`src/rtl/bitstream_window_shifter.sv`:
```
// bitstream_window_shifter: MSB-first bit buffer with a peek window and 0..WIN_W bit consume.
// Words load over a valid/ready handshake. A load and a shift can happen in the same cycle.
// Optional macro BITSTREAM_ALIGN_EN adds AlignReq/BitPos for byte-alignment discards.
module bitstream_window_shifter #(
  parameter int unsigned WORD_W      = 16,
  parameter int unsigned WIN_W       = 16,
  parameter int unsigned DEPTH_WORDS = 4,
  localparam int unsigned BUF_W      = WORD_W * DEPTH_WORDS,
  localparam int unsigned SHIFT_W    = $clog2(WIN_W + 1),
  localparam int unsigned LVL_W      = $clog2(BUF_W + 1)
) (
  input  logic               Clk,
  input  logic               nReset,
  input  logic               Enable,
  input  logic [WORD_W-1:0]  InData,
  input  logic               InValid,
  output logic               InReady,
  input  logic               ShiftEn,
  input  logic [SHIFT_W-1:0] NumShift,
`ifdef BITSTREAM_ALIGN_EN
  input  logic               AlignReq,
  output logic [2:0]         BitPos,
`endif
  output logic [WIN_W-1:0]   Window,
  output logic               WinValid,
  output logic [LVL_W-1:0]   Level,
  output logic               ShiftErr
);

  localparam logic [LVL_W-1:0]   LVL_WIN      = LVL_W'(WIN_W);
  localparam logic [LVL_W-1:0]   LVL_LOAD_MAX = LVL_W'(BUF_W - WORD_W);
  localparam logic [LVL_W-1:0]   LVL_WORD     = LVL_W'(WORD_W);
  localparam logic [SHIFT_W-1:0] SHIFT_MAX    = SHIFT_W'(WIN_W);

  logic [BUF_W-1:0]   r_buf;
  logic [LVL_W-1:0]   r_level;
  logic               r_err;

  logic [BUF_W-1:0]   w_buf_next;
  logic [BUF_W-1:0]   w_buf_shifted;
  logic [BUF_W-1:0]   w_word_placed;
  logic [LVL_W-1:0]   w_level_next;
  logic [LVL_W-1:0]   w_level_shifted;
  logic               w_err_next;
  logic               w_load;
  logic               w_shift_bad;
  logic [SHIFT_W-1:0] w_amt;

`ifdef BITSTREAM_ALIGN_EN
  logic [2:0]         r_bitpos;
  assign BitPos = r_bitpos;
`endif

  // Window and status are taken straight from the buffer state; InReady ignores any same-cycle shift
  assign Window   = r_buf[BUF_W-1 -: WIN_W];
  assign Level    = r_level;
  assign WinValid = (r_level >= LVL_WIN);
  assign InReady  = Enable && (r_level <= LVL_LOAD_MAX);
  assign ShiftErr = r_err;
  assign w_load   = InValid && InReady;

  // Shift decode: legal requests give the consume amount, illegal ones raise the error
  always_comb begin
    w_amt       = '0;
    w_shift_bad = 1'b0;
    if (Enable) begin
      if (ShiftEn) begin
        if (WinValid && (NumShift <= SHIFT_MAX)) begin
          w_amt = NumShift;
        end else begin
          w_shift_bad = 1'b1;
        end
`ifdef BITSTREAM_ALIGN_EN
        if (AlignReq) begin
          w_shift_bad = 1'b1;
        end
`endif
      end
`ifdef BITSTREAM_ALIGN_EN
      else if (AlignReq) begin
        if (WinValid) begin
          w_amt = SHIFT_W'(3'(4'd8 - {1'b0, r_bitpos}));
        end else begin
          w_shift_bad = 1'b1;
        end
      end
`endif
    end
  end

  // Datapath: shift first, then drop the new word in directly behind the remaining bits
  always_comb begin
    w_buf_shifted   = r_buf << w_amt;
    w_level_shifted = r_level - LVL_W'(w_amt);
    w_word_placed   = (BUF_W'(InData) << (BUF_W - WORD_W)) >> w_level_shifted;
    w_buf_next      = w_buf_shifted;
    w_level_next    = w_level_shifted;
    w_err_next      = r_err | w_shift_bad;
    if (w_load) begin
      w_buf_next   = w_buf_shifted | w_word_placed;
      w_level_next = w_level_shifted + LVL_WORD;
    end
  end

  // Buffer state: async reset, synchronous flush while disabled
  always_ff @(posedge Clk or negedge nReset) begin
    if (!nReset) begin
      r_buf   <= '0;
      r_level <= '0;
      r_err   <= 1'b0;
    end else if (!Enable) begin
      r_buf   <= '0;
      r_level <= '0;
      r_err   <= 1'b0;
    end else begin
      r_buf   <= w_buf_next;
      r_level <= w_level_next;
      r_err   <= w_err_next;
    end
  end

`ifdef BITSTREAM_ALIGN_EN
  // Bit position within the current byte, counted from when Enable rose
  always_ff @(posedge Clk or negedge nReset) begin
    if (!nReset) begin
      r_bitpos <= 3'd0;
    end else if (!Enable) begin
      r_bitpos <= 3'd0;
    end else begin
      r_bitpos <= r_bitpos + 3'(w_amt);
    end
  end
`endif

endmodule

```
`config.mk`:
```
export PLATFORM = sky130hd
export DESIGN_NAME = bitstream_window_shifter
export DESIGN_NICKNAME = d
export VERILOG_FILES = /design/src/rtl/bitstream_window_shifter.sv
export SDC_FILE = /design/constraint.sdc
export NUM_CORES = 1
export LEC_CHECK = 0
export ABC_AREA = 1
export BUFFER_PORTS_ARGS = -buffer_cell sky130_fd_sc_hd__buf_2
export CORE_ASPECT_RATIO = 0.8
export CORE_MARGIN = 2
export CORE_UTILIZATION = 50
export DETAILED_ROUTE_END_ITERATION = 6
export GPL_ROUTABILITY_DRIVEN = 0
export PLACE_DENSITY = 0.7
export SLEW_MARGIN = 10
export SYNTH_ARGS = -nofsm -noshare
export SYNTH_HDL_FRONTEND = slang
export SYNTH_SLANG_ARGS = --single-unit
```
`constraint.sdc`:
```
create_clock -name Clk -period 2.85 [get_ports Clk]
set_input_delay 0.285 -clock Clk [delete_from_list [all_inputs] [get_ports Clk]]
set_output_delay 0.285 -clock Clk [all_outputs]
set_load 0.05 [all_outputs]
```
=== After elaboration in Yosys (flattened, before gate mapping) ===
Index checks and enable logic that the tools add are counted.

* Register bits: 72
* Bits in latches: 0
* Memory bits (writable): 0
* Memory bits (read-only): 0
* Input port bits: 26
* Output and inout bits: 26
* Logic and storage cells: 26
* Memories: 0

* $add $sub $neg: 2
* Multipliers: 0
* Divide/modulo/power cells: 0
* Magnitude comparators: 3
* Equality and inequality tests: 0
* Shift operators: 2
* Multiplexer cells: 11
* Bitwise logic cells: 2
* Reductions and logical operators: 3

{| class="wikitable"
|+ Operators by type and width
! operator !! count
|-
| 2-to-1 mux 64 bit || 2
|-
| OR 64 bit || 1
|-
| << shifter 64 x 5 -> 64 bit || 1
|-
| right shift 64 x 7 -> 64 bit || 1
|-
| 2-to-1 mux 5 bit || 3
|-
| 2-to-1 mux 7 bit || 2
|-
| adder 7 x 5 -> 7 bit, second input constant || 1
|-
| greater-or-equal comparator 7 x 5 -> 1 bit, second input constant || 1
|-
| less-or-equal comparator 7 x 6 -> 1 bit, second input constant || 1
|-
| subtractor 7 x 5 -> 7 bit || 1
|-
| less-or-equal comparator 5 bit, second input constant || 1
|-
| 2-to-1 mux 1 bit || 4
|-
| logical AND 1 bit || 3
|-
| OR 1 bit || 1
|}

=== Longest topological paths before layout ===
* Depth after elaboration: 10
* Depth in mapped cells: 22
* Depth with buffers taken out: 19

=== Worst setup path before layout ===
No wires, ideal clock.

* Kind: reg-to-reg
* Start point: reg r_level[5], in the netlist Level[5]
* End point: reg r_buf[30]
* Library setup time: 0.114 ns
* Arrival: 3.207 ns
* Required time: 2.736 ns
* Setup slack: -0.471 ns
* Stages on the path, launching flop included: 20
* Path buffers: 4
* Clock period less this slack: 3.321 ns
* Cell sequence: dfrtp_1 -> nor2_1 -> nand2_2 -> nand3_1 -> buf_4 -> buf_2 -> inv_1 -> ha_1 -> fa_1 -> buf_2 -> clkbuf_1 -> nand2_1 -> nand3_1 -> nand3_1 -> nand3_1 -> nor2_1 -> a21oi_1 -> nand3_1 -> nand2_1 -> inv_1

* Longest elaborated chain between the ends: 10
* Elaborated cells between the ends (all ways): 14
* Those cells by class: 1 x add/sub; 2 x order compare; 2 x shift; 5 x mux; 1 x bitwise; 3 x reduce/logical

{| class="wikitable"
|+ RTL lines
! item !! line !! text
|-
| start: declaration || 36 || <nowiki>logic [LVL_W-1:0] r_level;</nowiki>
|-
| start signal: assignment || 117 || <nowiki>r_level <= w_level_next;</nowiki>
|-
| greater-or-equal comparator 7 x 5 -> 1 bit || 57 || <nowiki>assign WinValid = (r_level >= LVL_WIN);</nowiki>
|-
| logical AND 1 bit || 68 || <nowiki>if (WinValid && (NumShift <= SHIFT_MAX)) begin</nowiki>
|-
| 2-to-1 mux 5 bit || 68 ||
|-
| 2-to-1 mux 5 bit || 67 || <nowiki>if (ShiftEn) begin</nowiki>
|-
| 2-to-1 mux 5 bit || 66 || <nowiki>if (Enable) begin</nowiki>
|-
| subtractor 7 x 5 -> 7 bit || 94 || <nowiki>w_level_shifted = r_level - LVL_W'(w_amt);</nowiki>
|-
| right shift 64 x 7 -> 64 bit || 95 || <nowiki>w_word_placed = (BUF_W'(InData) << (BUF_W - WORD_W)) >> w_level_shifted;</nowiki>
|-
| OR 64 bit || 100 || <nowiki>w_buf_next = w_buf_shifted | w_word_placed;</nowiki>
|-
| 2-to-1 mux 64 bit * || 99 || <nowiki>if (w_load) begin</nowiki>
|-
| 2-to-1 mux 64 bit * || 111 || <nowiki>end else if (!Enable) begin</nowiki>
|-
| end signal: assignment || 116 || <nowiki>r_buf <= w_buf_next;</nowiki>
|-
| end: declaration || 35 || <nowiki>logic [BUF_W-1:0] r_buf;</nowiki>
|}

Mark *: on every way between the ends. The rest lies on a longest branch, timed or not.

=== Worst setup path after layout ===
* Start point: reg r_level[4], in the netlist Level[4]
* End point: reg r_buf[27]

Same word-level chain as after synthesis.

==> impl_metrics.tcl <==
set metrics [dict create \
    final_nets 1470 \
    grt_pass1_wl_mm 50.2 \
    syn_inst 1411 \
    syn2layout_area_growth_pct 18.5 \
    crit_fanout 10 \
    reg2reg_depth 19 \
    fmax_mhz 332 \
    seq_area_frac_synth_pct 21.6 \
    place_hpwl_mm 22.8 \
    port-buffer-count 51 \
    design_area_um2 9880 \
    htreeDepth 3 \
    min_period_over_period_pct 106 \
    r2r-start "Level[4]$_DFF_PN0_" \
    initial_core_util_pct 50.7 \
    drtPass1Iterations 7 \
    synth.avg_cell_area_um2 5.91 \
    grt_pass1_vias 9447 \
    multiInputGateArea_um2 6060 \
    wl_per_cell_um 20.0 \
    root_buffer "clkbuf_16" \
    hp-class "in2async" \
    min_period_ns 3.01 \
    violations "negative setup slack" \
    regArea_um2 1810 \
    worst_pin_slew_ns 1.02 \
    drv_slew 0 \
    endpoint_kind "flop" \
    crit_end "r_buf[27]$_DFF_PN0_" \
    r2r-end "r_buf[27]$_DFF_PN0_" \
    worstSkewPairLatency_ns 0.36 \
    layout.cells.non_filler 1662 \
    drive_gt1_share_pct 21.8 \
    cts_tree "yes" \
    viasPerCell 6.57 \
    setup_viol 42 \
    syn-num-nets 1444 \
    final_cell_mix "nand3_1, nand2_1, inv_1, buf_4, nand4_1" \
    grt_max_degree 73 \
    grt-ovfl-total 0 \
    final_common_cell "nand3_1" \
    start_kind "flop" \
    status "finished with violations" \
    drt_iter0_drc 1986 \
    timing.hold.ws_ns 0.0765 \
    holdBufCountCts 0 \
    row_count 42 \
    hold_viol_final 0 \
    die_area_um2 17700 \
    r2r_setup_slack_ns -0.16 \
    ys_warn_count 0 \
    die_w_um 148 \
    vias 10900 \
    wl_mm 33.2 \
    syn_area_um2 8340 \
    synth_seq_cells 72 \
    pre_cts_ws_ns -0.185 \
    fill_cells 1543 \
    die_y_um 120 \
    maxSlewHeadroom_pct 32.3 \
    grt.total_usage_pct 36.0 \
    crit_required_ns 3.10 \
    cts_inserted_buffers 9 \
    drtAntennaViolNets 0 \
    io_pins 52 \
    worstPathArrival_ns 3.26 \
    cap_violations 0 \
    antenna_found_initial 0 \
    yosysUniqueCellTypes 35 \
    utilization_pct 60.0 \
    critPathLaunch "Level[4]$_DFF_PN0_" \
    fin_skew_ns 0.00850 \
    clock-sinks 72 \
    core_um2 16400 \
    cellPowerDensity_nw_per_um2 1000 \
    worstSetupPathType "reg2reg" \
    placed_cells 1632 \
    ir_drop_v 0.000604 \
    layout_setup_ws_ns -0.164 \
    grt_setup_unrepaired "true" \
    power.leakage_nw 4.83 \
    drc 0 \
    clkTransAtPathRegs_ns 0.06 \
    antenna_cells 0 \
    placed_cell_area_um2 8880 \
    clockBufferDepth 2 \
]
[metrics by stage]
stage | setup TNS [ns] | power [mW]
2_1_floorplan | -0.0321 | 5.68
3_3_place_gp | -3.98 | 7.32
3_5_place_dp | -5.01 | 7.36
4_1_cts | -0.0836 | 8.85
5_1_grt | -7.84 | 10.5
6_report | -1.99 | 9.92
[power by group]
part | total [mW] | switching, mW | internal [mW] | leakage, nW
registers | 1.48 | 0.208 | 1.28 | 0.978
logic | 7.18 | 4.77 | 2.41 | 3.70
clock network | 1.25 | 0.489 | 0.764 | 0.156
total | 9.92 | 5.47 | 4.45 | 4.83
[how the worst min path moves through the flow]
stage / from / endpoint / slack, ns
after floorplan: nReset / Level[0]$_DFF_PN0_ / -0.01
after global placement: nReset / Level[5]$_DFF_PN0_ / 0.50
after detailed placement: nReset / Level[4]$_DFF_PN0_ / 0.50
after CTS: nReset / Level[4]$_DFF_PN0_ / 0.15
after global routing: nReset / r_buf[62]$_DFF_PN0_ / 0.17
final: nReset / r_buf[63]$_DFF_PN0_ / 0.08
[critical path, cell delays in order, from the launching register on]
cell	delay, ns
dfrtp_2	0.42
nor2_4	0.12
nand2_4	0.10
nand3_4	0.12
inv_2	0.05
ha_4	0.16
fa_2	0.35
nand3b_1	0.18
nand2_2	0.13
nand2_2	0.09
nand4_1	0.14
nand2_4	0.10
nand3_4	0.16
buf_12	0.14
clkinv_8	0.07
buf_4	0.14
a21oi_1	0.15
nand3_1	0.13
nand2_1	0.08
inv_1	0.04
[flip-flops by register name, indices dropped and copies added (netlist names)]
| signal | count |
|---|---|
| ShiftErr | 1 |
| Level | 7 |
| r_buf | 64 |
[cell usage after synthesis (all sizes together)]
cell    number  area, µm²
a21oi       40        204
buf        108        628
clkbuf      19       71.3
clkinv       1       3.75
dfrtp       72       1800
fa           1       20.0
ha           6       75.1
inv         90        340
nand2      306       1180
nand3      592       2990
nand3b       1       7.51
nand4       75        490
nor2        55        221
nor3         1       10.0
o211ai      11       82.6
o21ai       22        110
or2          9       56.3
xnor2        1       16.3
xor2         1       27.5
[logic make-up after synthesis]
family / share of synthesized area, %
buffers and inverters: 12.5
AOI/OAI and AO/OA: 4.76
DFF: 21.6
adders and majority gates: 1.14
and+or+nand+nor: 59.5
xor gates and xnor gates: 0.525
[layout make-up]
class                           instances  area share (%)
Multi-Input combinational cell       1121            61.4
Sequential cell                        72            18.3
Timing Repair Buffer                  141            10.7
Inverter                               91            3.64
Tap cell                              220            2.79
Clock buffer                           10            2.32
Clock inverter                          6           0.849
Timing Repair inverter                  1           0.114
[routing by layer]
metal  share of wire [%]  GRT usage, %
met1                  39          51.0
met2                  43          53.5
met5                   0             0
met4                 4.7          13.5
met3                  14          8.17
[repair_timing]
action                                  CTS  global route
pin swaps                                18            42
buffers inserted                          4             8
resized for setup                        39           111
endpoints found under the setup margin   62            66
cloned                                    1             1
No activity file was read; power rests on OpenSTA's default activity.
